===== src/rtl/spi_register_bank.sv =====
`default_nettype none
// +----------------------------------------------------------------------------+
// | spi_register_bank: SPI-slave register bank oversampled in the clk domain.  |
// | Optional SPI_REGBANK_BITOPS_EN enables set/clear/toggle ops. Rev 1.0       |
// +----------------------------------------------------------------------------+
module spi_register_bank #(
  parameter int          NREG         = 16,
  parameter int          W            = 24,
  parameter int          TEST_ADDR    = 7,
  parameter logic [23:0] UNMAPPED_VAL = 24'h0F0F0F
) (
  input  logic            clk,
  input  logic            rst_n,
  input  logic            spi_clk,
  input  logic            spi_cs,
  input  logic            spi_mosi,
  output logic            spi_miso,
  output logic [NREG*W-1:0] regs,
  output logic            wr_strobe,
  output logic [4:0]      wr_addr,
  output logic            frame_err
);

  localparam logic [31:0]  c_alt       = 32'hAAAA_AAAA;
  localparam logic [W-1:0] c_test_rst  = c_alt[31 -: W];
  localparam logic [W-1:0] c_unmapped  = W'({8'd0, UNMAPPED_VAL});
  localparam logic [5:0]   c_done_cnt  = 6'(8 + W);

  typedef enum logic [2:0] {
    ST_IDLE = 3'd0,
    ST_CMD  = 3'd1,
    ST_DATA = 3'd2,
    ST_DONE = 3'd3,
    ST_OVER = 3'd4
  } state_t;

  logic r_sck_s1, r_sck_s2, r_sck_h;
  logic r_cs_s1, r_cs_s2, r_cs_h;
  logic r_mosi_s1, r_mosi_s2, r_mosi_h;
  logic r_sck_rise, r_sck_fall, r_cs_rise, r_cs_fall;

  state_t       r_state;
  logic [5:0]   r_cnt;
  logic [7:0]   r_cmd;
  logic [W-1:0] r_data;
  logic [W-1:0] r_out;
  logic         r_miso;
  logic         r_wr_strobe;
  logic         r_frame_err;
  logic [4:0]   r_wr_addr;
  logic [W-1:0] r_regs [NREG];

  logic [5:0]   w_cnt_inc;
  logic [7:0]   w_cmd_next;
  logic [W-1:0] w_rd_val;
  logic         w_addr_ok;
  logic         w_op_ok;
  logic [W-1:0] w_new;

  // Synchronisers are left unreset so that a pin level held through reset
  // never looks like a fresh edge once reset is released.
  always_ff @(posedge clk) begin
    r_sck_s1  <= spi_clk;
    r_sck_s2  <= r_sck_s1;
    r_sck_h   <= r_sck_s2;
    r_cs_s1   <= spi_cs;
    r_cs_s2   <= r_cs_s1;
    r_cs_h    <= r_cs_s2;
    r_mosi_s1 <= spi_mosi;
    r_mosi_s2 <= r_mosi_s1;
    r_mosi_h  <= r_mosi_s2;
  end

  always_ff @(posedge clk) begin
    if (!rst_n) begin
      r_sck_rise <= 1'b0;
      r_sck_fall <= 1'b0;
      r_cs_rise  <= 1'b0;
      r_cs_fall  <= 1'b0;
    end else begin
      r_sck_rise <= r_sck_s2 & ~r_sck_h;
      r_sck_fall <= ~r_sck_s2 & r_sck_h;
      r_cs_rise  <= r_cs_s2 & ~r_cs_h;
      r_cs_fall  <= ~r_cs_s2 & r_cs_h;
    end
  end

  function automatic state_t state_of(input logic [5:0] cnt);
    state_t s;
    if (cnt < 6'd8)             s = ST_CMD;
    else if (cnt < c_done_cnt)  s = ST_DATA;
    else if (cnt == c_done_cnt) s = ST_DONE;
    else                        s = ST_OVER;
    return s;
  endfunction

  assign w_cnt_inc  = (r_cnt == 6'd63) ? r_cnt : r_cnt + 6'd1;
  assign w_cmd_next = {r_cmd[6:0], r_mosi_h};
  assign w_addr_ok  = ({27'd0, r_cmd[4:0]} < 32'(NREG));

  // Read mux uses the command byte as it will look after the 8th bit lands.
  always_comb begin
    w_rd_val = c_unmapped;
    for (int i = 0; i < NREG; i++) begin
      if (w_cmd_next[4:0] == 5'(i)) w_rd_val = r_regs[i];
    end
  end

`ifdef SPI_REGBANK_BITOPS_EN
  logic [W-1:0] w_cur;

  always_comb begin
    w_cur = '0;
    for (int i = 0; i < NREG; i++) begin
      if (r_cmd[4:0] == 5'(i)) w_cur = r_regs[i];
    end
  end

  always_comb begin
    w_op_ok = 1'b1;
    case (r_cmd[6:5])
      2'b00:   w_new = r_data;
      2'b01:   w_new = w_cur | r_data;
      2'b10:   w_new = w_cur & ~r_data;
      default: w_new = w_cur ^ r_data;
    endcase
  end
`else
  always_comb begin
    w_op_ok = (r_cmd[6:5] == 2'b00);
    w_new   = r_data;
  end
`endif

  always_ff @(posedge clk) begin
    if (!rst_n) begin
      r_state     <= ST_IDLE;
      r_cnt       <= '0;
      r_cmd       <= '0;
      r_data      <= '0;
      r_out       <= '0;
      r_miso      <= 1'b0;
      r_wr_strobe <= 1'b0;
      r_frame_err <= 1'b0;
      r_wr_addr   <= '0;
      for (int i = 0; i < NREG; i++) begin
        r_regs[i] <= (i == TEST_ADDR) ? c_test_rst : '0;
      end
    end else begin
      r_wr_strobe <= 1'b0;
      r_frame_err <= 1'b0;
      if (r_cs_rise) begin
        // cs rise outranks any SCK edge seen in the same cycle
        r_miso  <= 1'b0;
        r_state <= ST_IDLE;
        case (r_state)
          ST_DONE: begin
            if (!r_cmd[7]) begin
              if (!w_addr_ok || !w_op_ok) begin
                r_frame_err <= 1'b1;
              end else begin
                for (int i = 0; i < NREG; i++) begin
                  if (r_cmd[4:0] == 5'(i)) r_regs[i] <= w_new;
                end
                r_wr_strobe <= 1'b1;
                r_wr_addr   <= r_cmd[4:0];
              end
            end
          end
          ST_CMD, ST_DATA, ST_OVER: r_frame_err <= 1'b1;
          default: ;
        endcase
      end else if (r_state == ST_IDLE) begin
        if (r_cs_fall) begin
          r_state <= ST_CMD;
          r_cnt   <= '0;
          r_cmd   <= '0;
          r_data  <= '0;
          r_out   <= '0;
          r_miso  <= 1'b0;
        end
      end else if (r_sck_rise) begin
        r_cnt   <= w_cnt_inc;
        r_state <= state_of(w_cnt_inc);
        if (r_cnt < 6'd8)            r_cmd  <= w_cmd_next;
        else if (r_cnt < c_done_cnt) r_data <= {r_data[W-2:0], r_mosi_h};
        if (r_cnt == 6'd7)           r_out  <= w_rd_val;
      end else if (r_sck_fall) begin
        r_miso <= r_out[W-1];
        r_out  <= {r_out[W-2:0], 1'b0};
      end
    end
  end

  generate
    for (genvar g = 0; g < NREG; g++) begin : g_pack
      assign regs[g*W +: W] = r_regs[g];
    end
  endgenerate

  assign spi_miso  = r_miso;
  assign wr_strobe = r_wr_strobe;
  assign wr_addr   = r_wr_addr;
  assign frame_err = r_frame_err;

endmodule
`default_nettype wire


===== config.mk =====
export PLATFORM = sky130hd
export DESIGN_NAME = spi_register_bank
export DESIGN_NICKNAME = d
export VERILOG_FILES = /design/src/rtl/spi_register_bank.sv
export SDC_FILE = /design/constraint.sdc
export NUM_CORES = 1
export LEC_CHECK = 0
export ABC_AREA = 1
export BUFFER_PORTS_ARGS = -buffer_cell sky130_fd_sc_hd__clkbuf_2
export CAP_MARGIN = 20
export CORE_MARGIN = 2
export CORE_UTILIZATION = 40
export CTS_BUF_LIST = sky130_fd_sc_hd__clkbuf_8 sky130_fd_sc_hd__clkbuf_16
export DETAILED_ROUTE_END_ITERATION = 10
export HOLD_SLACK_MARGIN = 0.12
export PLACE_DENSITY = 0.63
export SLEW_MARGIN = 20
export SYNTH_ARGS = -nofsm -noshare
export SYNTH_HDL_FRONTEND = slang
export SYNTH_SLANG_ARGS = --single-unit
export TNS_END_PERCENT = 100

===== constraint.sdc =====
create_clock -name clk -period 3.4 [get_ports clk]
set_clock_uncertainty 0.15 [all_clocks]
set_input_delay 0 -clock clk [delete_from_list [all_inputs] [get_ports clk]]
set_output_delay 0 -clock clk [all_outputs]
set_load 0.02 [all_outputs]

Yosys cells after proc, flatten, opt, wreduce, memory -nomap -nowiden:

Memories as Yosys holds them, arrays and structs flattened.
Cells that the tools add are included.

* bits in registers: 86
* memory bits (writable): 384
* bits of input ports: 5
* output and inout bits: 392
* logic and storage cells: 298
* memories: 1

* $add $sub $neg: 1
* magnitude comparators: 5
* eq/ne operators: 41
* muxes and demuxes: 176
* bitwise logic cells: 29
* reduce and logical (&&, ||, !) cells: 23

Memories
* r_regs: depth 16, bits a word 24, read ports 16, clocked after memory_dff 0, write ports 16, RTL line 51 `logic [W-1:0] r_regs [NREG];`

Operators by type and width (count)
* two-way mux 24 bit: 41
* two-way mux 1 bit: 120
* == test 5 x 4 -> 1 bit, second input constant: 16
* == test 5 x 3 -> 1 bit, second input constant: 8
* two-way mux 8 bit: 4
* two-way mux 6 bit: 4
* == test 5 x 2 -> 1 bit, second input constant: 4
* two-way mux 3 bit: 6
* OR 1 bit: 16
* == test 6 bit, second input constant: 2
* less-than comparator 6 x 4 -> 1 bit, second input constant: 2
* less-than comparator 6 bit, second input constant: 2
* AND reduction 4 bit: 3
* == test 5 x 1 -> 1 bit, second input constant: 2
* logical NOT 5 bit: 2
* inverter 1 bit: 9
* nonzero test 2 bit: 4
* adder 6 x 1 -> 6 bit, second input constant: 1
* == test 3 x 2 -> 1 bit, second input constant: 2
* == test 6 x 3 -> 1 bit, second input constant: 1
* AND reduction 3 bit: 2
* less-than comparator 5 bit, second input constant: 1
* AND reduction 5 bit: 1
* AND 1 bit: 4
* other kinds (15): 18

Longest topological paths before layout:

Gate-level depths: netlist of the first run.

* depth in word-level cells: 20
* depth in mapped cells: 18
* mapped depth without buffers: 16

Worst setup path after synthesis of the first run:

No wires, ideal clock.

* path type: reg2reg
* start point: register r_state[1]
* end point: memory r_regs[12][4] (netlist: r_regs[1][100]), enable pin
* library setup time: 442 ps
* data arrival time: 2874 ps
* required time: 2808 ps
* slack: -66 ps
* cell stages (with the launch flop): 7
* period minus slack after synthesis: 3466 ps
* cells stage by stage: dfxtp_1 nand2_1 nor3_2 nand3_1 inv_2 nand3_1 o31ai_1

RTL lines
* start: declaration: RTL line 42 `state_t r_state;`
* start signal: assignment: RTL line 184 `r_state <= state_of(w_cnt_inc);`
* end: declaration: RTL line 51

Worst setup path after layout of the first run:

* start point: register r_cmd[2]
* end point: register r_out[4]

* word-level cells in the longest chain between the ends: 20
* elaborated cells on any way between the ends: 35
* classes of those cells: eq/ne (15); mux (19); reduce/logical (1)

RTL lines
* start: declaration: RTL line 44 `logic [7:0] r_cmd;`
* start signal: assignment: RTL line 185 `if (r_cnt < 6'd8) r_cmd <= w_cmd_next;`
* logical NOT 5 bit: RTL line 105 `if (w_cmd_next[4:0] == 5'(i)) w_rd_val = r_regs[i];`
* two-way mux 24 bit (15 in a row): RTL line 105
* two-way mux 24 bit (*): RTL line 105
* two-way mux 24 bit (*): RTL line 187 `if (r_cnt == 6'd7) r_out <= w_rd_val;`
* two-way mux 24 bit (*): RTL line 182 `end else if (r_sck_rise) begin`
* two-way mux 24 bit (*): RTL line 173 `end else if (r_state == ST_IDLE) begin`
* end signal: assignment: RTL line 187
* end signal: assignment: RTL line 190 `r_out <= {r_out[W-2:0], 1'b0};`
* end: declaration: RTL line 46 `logic [W-1:0] r_out;`

Mark *: on every way between the ends. The rest lies on a longest branch, timed or not. The select of a mux whose other input is x is not followed.
A chain may end at the register's enable or synchronous reset.

==> reports/results.tsv, run 1 <==
metric	value	unit
status	complete, no violations	
Largest stage delay, worst path	0.59	ns
setup ws final	0.275	ns
die area	52000	um2
Worst Hold Launch	r_sck_s1$_DFF_P_	
reg2reg path depth	13	
area of the multi-input gates	5730	um2
Max-Cap Viols	0	
RSZ-0062 raised after global routing	false	
Seq/Total Area, Yosys	66.0	%
gr busiest metal	met2	
vias in the first global route	15600	
Pre-antenna DRT Iters	6	
core area	49900	um2
final worst path period need	3.12	ns
Peak VDD IR	0.352	mV
crit path max fanout	23	
layout cell share with drive strength beyond 1	26.6	%
CTS tree	built	
power per standard cell area	557	nW/um2
post-synthesis cell type count	39	
syn_area_per_cell	10.0	um2
fin crit share	91.9	%
FP Rows	82	
WHS Path Cells	0	
met2 usage	43.0	%
first-pass GRT wire length	104000	um
Critical Path RT	3.70	ns
die extent in x	228	um
CTS H-tree lvls	2	
Hold/Removal Path Class	reg -> reg	
PortBufs	396	
diodes inserted	0	
Hold EP	r_sck_s2$_DFF_P_	
HPWL after DPL	53400	um
final hold viol count	0	
P_leak	9.88	nW
Crit path top cell by count	nand4_1	
Initial Util	40.3	%
antenna violations before repair	0	
Critical Path AT	3.43	ns
mean number of vias per cell	5.27	
worst-path cell chain	inv_2, nand2_4, inv_1, nand2_4, inv_1, nand2_1, nand4_1, nor2_1, nand4_1, nor3_1, nand4_1, nand2_1, a21oi_1	
reg-to-reg slack, setup	0.28	ns
Yosys warning count	0	
fmax	320	MHz
Residual DRC	0	
Power, Total	13.7	mW
#FFs+latches synth	470	
startpoint types	flop	
drt wl/cell	23.5	um
CP endpoint kind	flop	
Root Driver	clkbuf_16	
largest net degree at the start of global routing	49	
slowest CP cell	dfxtp_1	
Max Slew Vio Count	0	
crit path buf inv count	3	
GRT Total Usage	27.2	%
smallest hold slack	0.176	ns
grt met3 use	5.78	%
RePlAce Congestion	0.898	
worst r2r src	r_cmd[2]$_SDFFE_PN0P_	
Total Wirelength	73400	um
Fillers	4702	
Num CTS Buffers	50	
DRT iter0 DRCs	1723	
grt ovf	0	
Area Growth Syn to Fin	22.4	%
I/O pin count	397	
met1 Track Usage GR	37.6	%
endpoints failing setup	0	
Least-Margin Pin Slew	0.850	ns
clock slew at reported path FFs	0.06	ns
postcts setup bufs	0	
FF+latch area	13300	um2
Syn Std Cell Area	20100	um2
syn nets	2006	
critical path class	reg -> reg	
Worst slew margin	43.3	%
Sink Count	470	
# nets final	2410	
Clock Path Buffers	3	
vias after detailed routing	16400	
Gate Count Post-Synth	2000	
CP delay by family, top	simple AND/OR/NAND/NOR gates	
ANT nets after route	0	
pre-CTS setup slack	0.125	ns
Worst R2R End	r_out[4]$_SDFFE_PN0P_	
Die Span Y	228	um
Clk Latency, worst-skew pair	0.60	ns
## sequential cells by signal, indices dropped and copies added (netlist names), 3 cells and up
name,flops
r_cmd,8
r_cnt,6
wr_addr,5
r_out,24
r_regs,384
r_state,3
r_data,24
## cells in the mapped netlist
| cell type | count | area, um2 |
|---|---|---|
| clkinv_1 | 1 | 3.75 |
| ha_1 | 1 | 12.5 |
| nand3_4 | 1 | 17.5 |
| nor2_8 | 1 | 20.0 |
| nand4_4 | 1 | 21.3 |
| nand4_1 | 72 | 450 |
| or2_0 | 20 | 125 |
| inv_1 | 154 | 578 |
| a221oi_1 | 1 | 8.76 |
| clkbuf_1 | 65 | 244 |
| inv_2 | 12 | 45.0 |
| nor2_1 | 425 | 1600 |
| dfxtp_1 | 86 | 1720 |
| a211oi_1 | 4 | 30.0 |
| buf_2 | 18 | 90.1 |
| and2_0 | 1 | 6.26 |
| nand2_4 | 3 | 33.8 |
| nor2_4 | 7 | 78.8 |
| nand2_1 | 421 | 1580 |
| xnor2_1 | 1 | 8.76 |
| nor3_1 | 16 | 80.1 |
| a32oi_1 | 1 | 8.76 |
| buf_6 | 12 | 135 |
| nand2_2 | 9 | 56.3 |
| nor3_2 | 2 | 20.0 |
| or2_2 | 59 | 369 |
| o21ai_0 | 39 | 195 |
| buf_1 | 4 | 15.0 |
| a21oi_2 | 8 | 70.1 |
| a21oi_1 | 60 | 300 |
| inv_4 | 2 | 12.5 |
| edfxtp_1 | 384 | 11500 |
| or2_1 | 29 | 181 |
| o21ai_1 | 5 | 25.0 |
| nand3b_1 | 2 | 15.0 |
| nor2_2 | 12 | 75.1 |
| nand3_1 | 52 | 260 |
| buf_4 | 7 | 52.6 |
| o31ai_1 | 2 | 15.0 |
## placed cells by master (no fill, tap or decap), drive strengths merged
cell,count
o31ai,2
nor3,18
nand3,53
a32oi,1
a21oi,68
nand3b,2
inv,176
dlygate4sd3,6
buf,56
o21ai,44
and2,1
bufinv,6
xnor2,1
dfxtp,86
nor2,445
a221oi,1
nand2,433
or2,108
ha,1
edfxtp,384
nand4,73
clkinvlp,3
clkbuf,448
clkinv,23
a211oi,4
## layout make-up
cell class,count,share of cell area (%)
Timing Repair Buffer,458,10.2
Inverter,169,2.60
Clock buffer,52,5.25
Tap cell,672,3.42
Clock inverter,39,1.36
Multi-Input combinational cell,1255,23.3
Sequential cell,470,53.9
## repair_timing
item | 4_1_cts | 5_1_grt
resized for setup | 0 | 1
hold buffers | 6 | 0
endpoints found under the hold margin | 3 | 0
endpoints found under the setup margin | 0 | 1
## worst register-to-register path, stage by stage (launching register included)
cell and delay, ns:
dfxtp_1 0.59, inv_2 0.16, nand2_4 0.13, inv_1 0.10
nand2_4 0.28, inv_1 0.27, nand2_1 0.12, nand4_1 0.22
nor2_1 0.21, nand4_1 0.26, nor3_1 0.22, nand4_1 0.14
nand2_1 0.09, a21oi_1 0.06
## kinds of logic (layout without fill, tap and decap cells)
family | count (synthesis) | after routing | synth area share (%)
AND/OR/NAND/NOR | 1133 | 1133 | 24.8
flip-flops | 470 | 470 | 66.0
buffers and inverters | 275 | 718 | 5.85
AO/OA/AOI/OAI | 120 | 120 | 3.25
adder cells (fa/ha/maj) | 1 | 1 | 0.0623
XOR/XNOR | 1 | 1 | 0.0436
## per-layer routing
| metal | vias to the layer above | share of wire (%) |
|---|---|---|
| met4 | 0 | 2.9 |
| met5 | - | 0 |
| met3 | 121 | 10 |
| met1 | 7991 | 41 |
| met2 | 947 | 46 |
| li1 | 7356 | - |
## metrics by stage
step | area, um2 | util (%) | TNS (ns) | std cells
after floorplan | 20100 | - | -3.17 | 2000
after global placement | 22900 | 45.9 | 0 | 3018
final | 24600 | 49.3 | 0 | 3115
after CTS | 24600 | 49.3 | 0 | 3115
after detailed placement | 22900 | 45.9 | 0 | 3018
after global routing | 24600 | 49.3 | 0 | 3115
## worst max path at each step
stage / cells past startpoint / slack, ns / end / from
after floorplan: 6 / -0.07 / r_regs[1][100]$_DFFE_PP_ / r_state[1]$_SDFFE_PP0P_
after global placement: 13 / 0.16 / r_out[4]$_SDFFE_PN0P_ / r_cmd[2]$_SDFFE_PN0P_
after detailed placement: 13 / 0.12 / r_out[4]$_SDFFE_PN0P_ / r_cmd[2]$_SDFFE_PN0P_
after CTS: 13 / 0.11 / r_out[4]$_SDFFE_PN0P_ / r_cmd[2]$_SDFFE_PN0P_
after global routing: 13 / 0.07 / r_out[4]$_SDFFE_PN0P_ / r_cmd[2]$_SDFFE_PN0P_
final: 13 / 0.28 / r_out[4]$_SDFFE_PN0P_ / r_cmd[2]$_SDFFE_PN0P_
## power by group
group | total, mW | switching, mW | internal, mW
combinational | 1.56 | 1.17 | 0.394
clock | 5.48 | 2.29 | 3.19
sequential | 6.64 | 0.203 | 6.44
(Power assumes the default switching activity.)
==> inputs of run 2 (changes only) <==
Settings changed: PLACE_DENSITY 0.63 to 0.66.
==> run 2 against run 1 <==
Effect of this change:
- first-iteration DRC count is 24% higher
- sequential power about the same
- register-to-register slack better by 0.04 ns
- routed wire length is 0.59% higher
- sequential share of layout area rose by 0.22 points
- combinational power about the same
==> reports/results.tsv, run 2 (synthesis gave the netlist of run 1 again) <==
metric	value	unit
post_cts resized	0	
RSZ-0062 raised after global routing	false	
startpoint types	flop	
CTS tree	built	
max reg flops	384	
P_leak	9.87	nW
layout cell share with drive strength beyond 1	26.3	%
Hold/Removal Path Class	reg -> reg	
Pre-antenna DRT Iters	5	
core area	49900	um2
clock slew at reported path FFs	0.06	ns
power per standard cell area	552	nW/um2
Placed Area	22800	um2
Initial Util	40.3	%
Clock Path Buffers	3	
Total Wirelength	73800	um
CP endpoint kind	flop	
PortBufs	396	
DRT iter0 DRCs	2135	
biggest regs	r_regs (384), r_data (24), r_out (24)	
fmax	324	MHz
final worst path period need	3.09	ns
Die Span Y	228	um
grt ovf	0	
Max Slew Vio Count	0	
die extent in x	228	um
Root Driver	clkbuf_16	
final hold viol count	0	
postcts setup bufs	0	
drt wl/cell	23.7	um
# nets final	2403	
smallest hold slack	0.177	ns
RePlAce Congestion	0.914	
first-pass GRT wire length	106000	um
endpoints failing setup	0	
crit path max fanout	18	
final instance area	24500	um2
status	complete, no violations	
Critical Path RT	3.69	ns
I/O pin count	397	
largest register by flop count	r_regs	
Worst slew margin	47.0	%
Clk Latency, worst-skew pair	0.60	ns
TNS Setup	0	ns
vias after detailed routing	16400	
fin crit share	90.8	%
vias in the first global route	15400	
commonest cells after routing, fill and taps aside	422 x nor2_1, 421 x nand2_1, 396 x clkbuf_2, 384 x edfxtp_1, 172 x inv_1	
GRT Total Usage	27.6	%
Post-CTS Hold Buffers	7	
Critical Path AT	3.38	ns
largest net degree at the start of global routing	49	
Least-Margin Pin Slew	0.795	ns
Area Growth Syn to Fin	21.9	%
CTS H-tree lvls	2	
HPWL after DPL	53600	um
antenna violations before repair	0	
Sink Count	470	
mean number of vias per cell	5.26	
die area	52000	um2
Num CTS Buffers	50	
Max-Cap Viols	0	
ANT nets after route	0	
critical path class	reg -> reg	
Residual DRC	0	
FP Rows	82	
commonest non-fill, non-tap cell in the layout	nor2_1	
diodes inserted	0	
Peak VDD IR	0.334	mV
## run 2: changes by cell type in the layout (fill, tap and decap cells not counted), sizes merged
cell,before,now
buf,56,48
bufinv,6,2
clkbuf,448,452
clkinv,23,12
clkinvlp,3,2
dlygate4sd3,6,7
inv,176,189
## run 2: power by group
group / internal [mW] / switching (mW)
Clock: 3.00 / 2.29
Combinational: 0.393 / 1.17
Sequential: 6.44 / 0.206
## run 2: final timing paths
path	startpoint	to	slack, ns	depth (start not counted)
max	r_cmd[0]$_SDFFE_PN0P_	r_out[22]$_SDFFE_PN0P_	0.31	15
min	r_cs_s1$_DFF_P_	r_cs_s2$_DFF_P_	0.18	0
max reg2reg	r_cmd[0]$_SDFFE_PN0P_	r_out[22]$_SDFFE_PN0P_	0.31	15
min reg2reg	r_cs_s1$_DFF_P_	r_cs_s2$_DFF_P_	0.18	0
## run 2: stage by stage
stage	power [mW]	utilization [%]	worst slack (ns)	std cells
after floorplan	7.62	-	-0.0661	2000
after global placement	8.29	45.8	0.424	3010
after detailed placement	8.31	45.8	0.408	3010
after CTS	13.5	49.1	0.381	3109
after global routing	13.9	49.1	0.0896	3109
final	13.5	49.1	0.312	3109
## run 2: cell type report
class	count	area [um2]
multi-input combinational	1255	5720
sequential	470	13300
clock inverter	36	223
tap	672	841
clock buffer	56	1360
inverter	169	639
fill	4737	25400
timing repair buffer	451	2450
## run 2: layer usage
layer	vias to the layer above	track usage, %	share of wire [%]
met5	-	0	0
met4	0	7.29	2.6
met3	105	7.71	12
met2	1080	43.1	45
met1	7815	38.0	40
li1	7351	-	-
## run 2: critical path, stage by stage (launching register included)
cell,delay (ns)
dfxtp_1,0.57
buf_4,0.25
nand2_2,0.08
nor2_2,0.17
nand2_2,0.31
or2_2,0.38
nand2_1,0.11
nand4_1,0.12
nand2_1,0.10
nand4_1,0.14
nor2_1,0.19
nand4_1,0.10
nand2_1,0.09
nand2_1,0.05
nand2_1,0.05
a21oi_1,0.06
==> inputs of run 3 (changes only) <==
--- a/config.mk
+++ b/config.mk
@@ -13,2 +13,3 @@
 export CTS_BUF_LIST = sky130_fd_sc_hd__clkbuf_8 sky130_fd_sc_hd__clkbuf_16
+export CTS_CLUSTER_SIZE = 16
 export DETAILED_ROUTE_END_ITERATION = 10
--- a/constraint.sdc
+++ b/constraint.sdc
@@ -4,2 +4,2 @@
 set_output_delay 0 -clock clk [all_outputs]
-set_load 0.02 [all_outputs]
+set_load 0.05 [all_outputs]
==> run 3 against run 2 <==
Effect of this change:
- largest power group unchanged
- die area is the same
- non-clock buffer count is the same
- critical endpoint unchanged
- core utilization grew 0.12 points
- hold slack is essentially flat
- global-route usage is the same
==> reports/results.tsv, run 3 (synthesis gave the netlist of run 1 again) <==
metric	value	unit
max reg flops	384	
biggest regs	r_regs (384), r_data (24), r_out (24)	
clock slew at reported path FFs	0.06	ns
power per standard cell area	577	nW/um2
Placed Area	22800	um2
# nets final	2403	
Initial Util	40.3	%
FP Rows	82	
DRT iter0 DRCs	2125	
RSZ-0062 raised after global routing	false	
Max-Cap Viols	0	
FF+latch area	13300	um2
commonest cells after routing, fill and taps aside	422 x nor2_1, 421 x nand2_1, 396 x clkbuf_2, 384 x edfxtp_1, 170 x inv_1	
Area Growth Syn to Fin	22.2	%
critical path class	reg -> reg	
HPWL after DPL	53600	um
Largest stage delay, worst path	0.57	ns
core area	49900	um2
Total Wirelength	74100	um
commonest non-fill, non-tap cell in the layout	nor2_1	
startpoint types	flop	
first-pass GRT wire length	106000	um
Critical Path RT	3.69	ns
met2 wire length	33800	um
fmax	323	MHz
GRT Total Usage	27.6	%
worst-path cell chain	buf_4, nand2_2, nor2_2, nand2_2, or2_2, nand2_1, nand4_1, nand2_1, nand4_1, nor2_1, nand4_1, nand2_1, nand2_1, nand2_1, a21oi_1	
Fillers	4716	
TNS Setup	0	ns
drt wl/cell	23.8	um
largest register by flop count	r_regs	
M1 WL	30000	um
Hold/Removal Path Class	reg -> reg	
Residual DRC	0	
CTS tree	built	
Worst slew margin	45.4	%
area of the multi-input gates	5720	um2
Sink Count	470	
vias in the first global route	15400	
die extent in x	228	um
Max Slew Vio Count	0	
setup ws final	0.307	ns
Pre-antenna DRT Iters	5	
I/O pin count	397	
status	complete, no violations	
Critical Path AT	3.39	ns
P_leak	9.89	nW
Crit path top cell by count	nand2_1	
smallest hold slack	0.177	ns
RePlAce Congestion	0.914	
die area	52000	um2
final worst path period need	3.09	ns
endpoints failing setup	0	
grt ovf	0	
Root Driver	clkbuf_16	
post_cts resized	0	
PortBufs	396	
layout cell share with drive strength beyond 1	26.4	%
Power, Total	14.2	mW
final hold viol count	0	
Clk Latency, worst-skew pair	0.59	ns
Clock Path Buffers	3	
CTS H-tree lvls	2	
ANT nets after route	0	
largest net degree at the start of global routing	49	
Num CTS Buffers	50	
fin crit share	91.0	%
CP endpoint kind	flop	
crit path max fanout	18	
vias after detailed routing	16500	
Post-CTS Hold Buffers	7	
pre-CTS setup slack	0.408	ns
mean number of vias per cell	5.31	
Peak VDD IR	0.316	mV
Least-Margin Pin Slew	0.819	ns
WL met3	8510	um
Die Span Y	228	um
diodes inserted	0	
final instance area	24500	um2
antenna violations before repair	0	
postcts setup bufs	0	
slowest CP cell	dfxtp_1	
max layer used	met4	
run 3: cell types whose count changed in the layout (fill, tap and decap cells not counted), sizes merged:
cell | before | now
bufinv | 2 | 4
clkbuf | 452 | 453
inv | 189 | 186
run 3: stage by stage:
stage                     instances  utilization (%)
after CTS                      3109             49.2
final                          3109             49.2
after global placement         3010             45.8
after global routing           3109             49.2
after floorplan                2000                -
after detailed placement       3010             45.8
run 3: final cells by class:
| cell class | instances | area share (%) |
|---|---|---|
| Clock inverter | 35 | 1.10 |
| Tap cell | 672 | 3.43 |
| Inverter | 169 | 2.61 |
| Clock buffer | 57 | 5.58 |
| Timing Repair Buffer | 451 | 9.98 |
| Multi-Input combinational cell | 1255 | 23.3 |
| Sequential cell | 470 | 54.0 |
run 3: path summary, 6_finish.rpt:
| path | slack [ns] | startpoint | depth (start not counted) | to |
|---|---|---|---|---|
| min | 0.18 | r_cs_s1$_DFF_P_ | 0 | r_cs_s2$_DFF_P_ |
| max | 0.31 | r_cmd[0]$_SDFFE_PN0P_ | 15 | r_out[22]$_SDFFE_PN0P_ |
| max reg2reg | 0.31 | r_cmd[0]$_SDFFE_PN0P_ | 15 | r_out[22]$_SDFFE_PN0P_ |
| min reg2reg | 0.18 | r_cs_s1$_DFF_P_ | 0 | r_cs_s2$_DFF_P_ |
run 3: worst max-delay path: cells and delay by family, from the launching register on:
family / cells / cell delay [ns]
flip-flops: 1 / 0.57
AO/OA/AOI/OAI: 1 / 0.05
AND/OR/NAND/NOR: 13 / 1.89
buffers and inverters: 1 / 0.25
run 3: power by group:
part / switching [mW] / total (mW) / internal (mW)
combinational: 1.66 / 2.05 / 0.392
clock: 2.29 / 5.46 / 3.18
sequential: 0.206 / 6.65 / 6.44
total: 4.15 / 14.2 / 10.0
run 3: metal layers:
metal | track usage, % | vias to the layer above
met5 | 0 | -
met3 | 7.31 | 106
met4 | 6.31 | 0
met1 | 38.2 | 7971
li1 | - | 7343
met2 | 43.6 | 1088
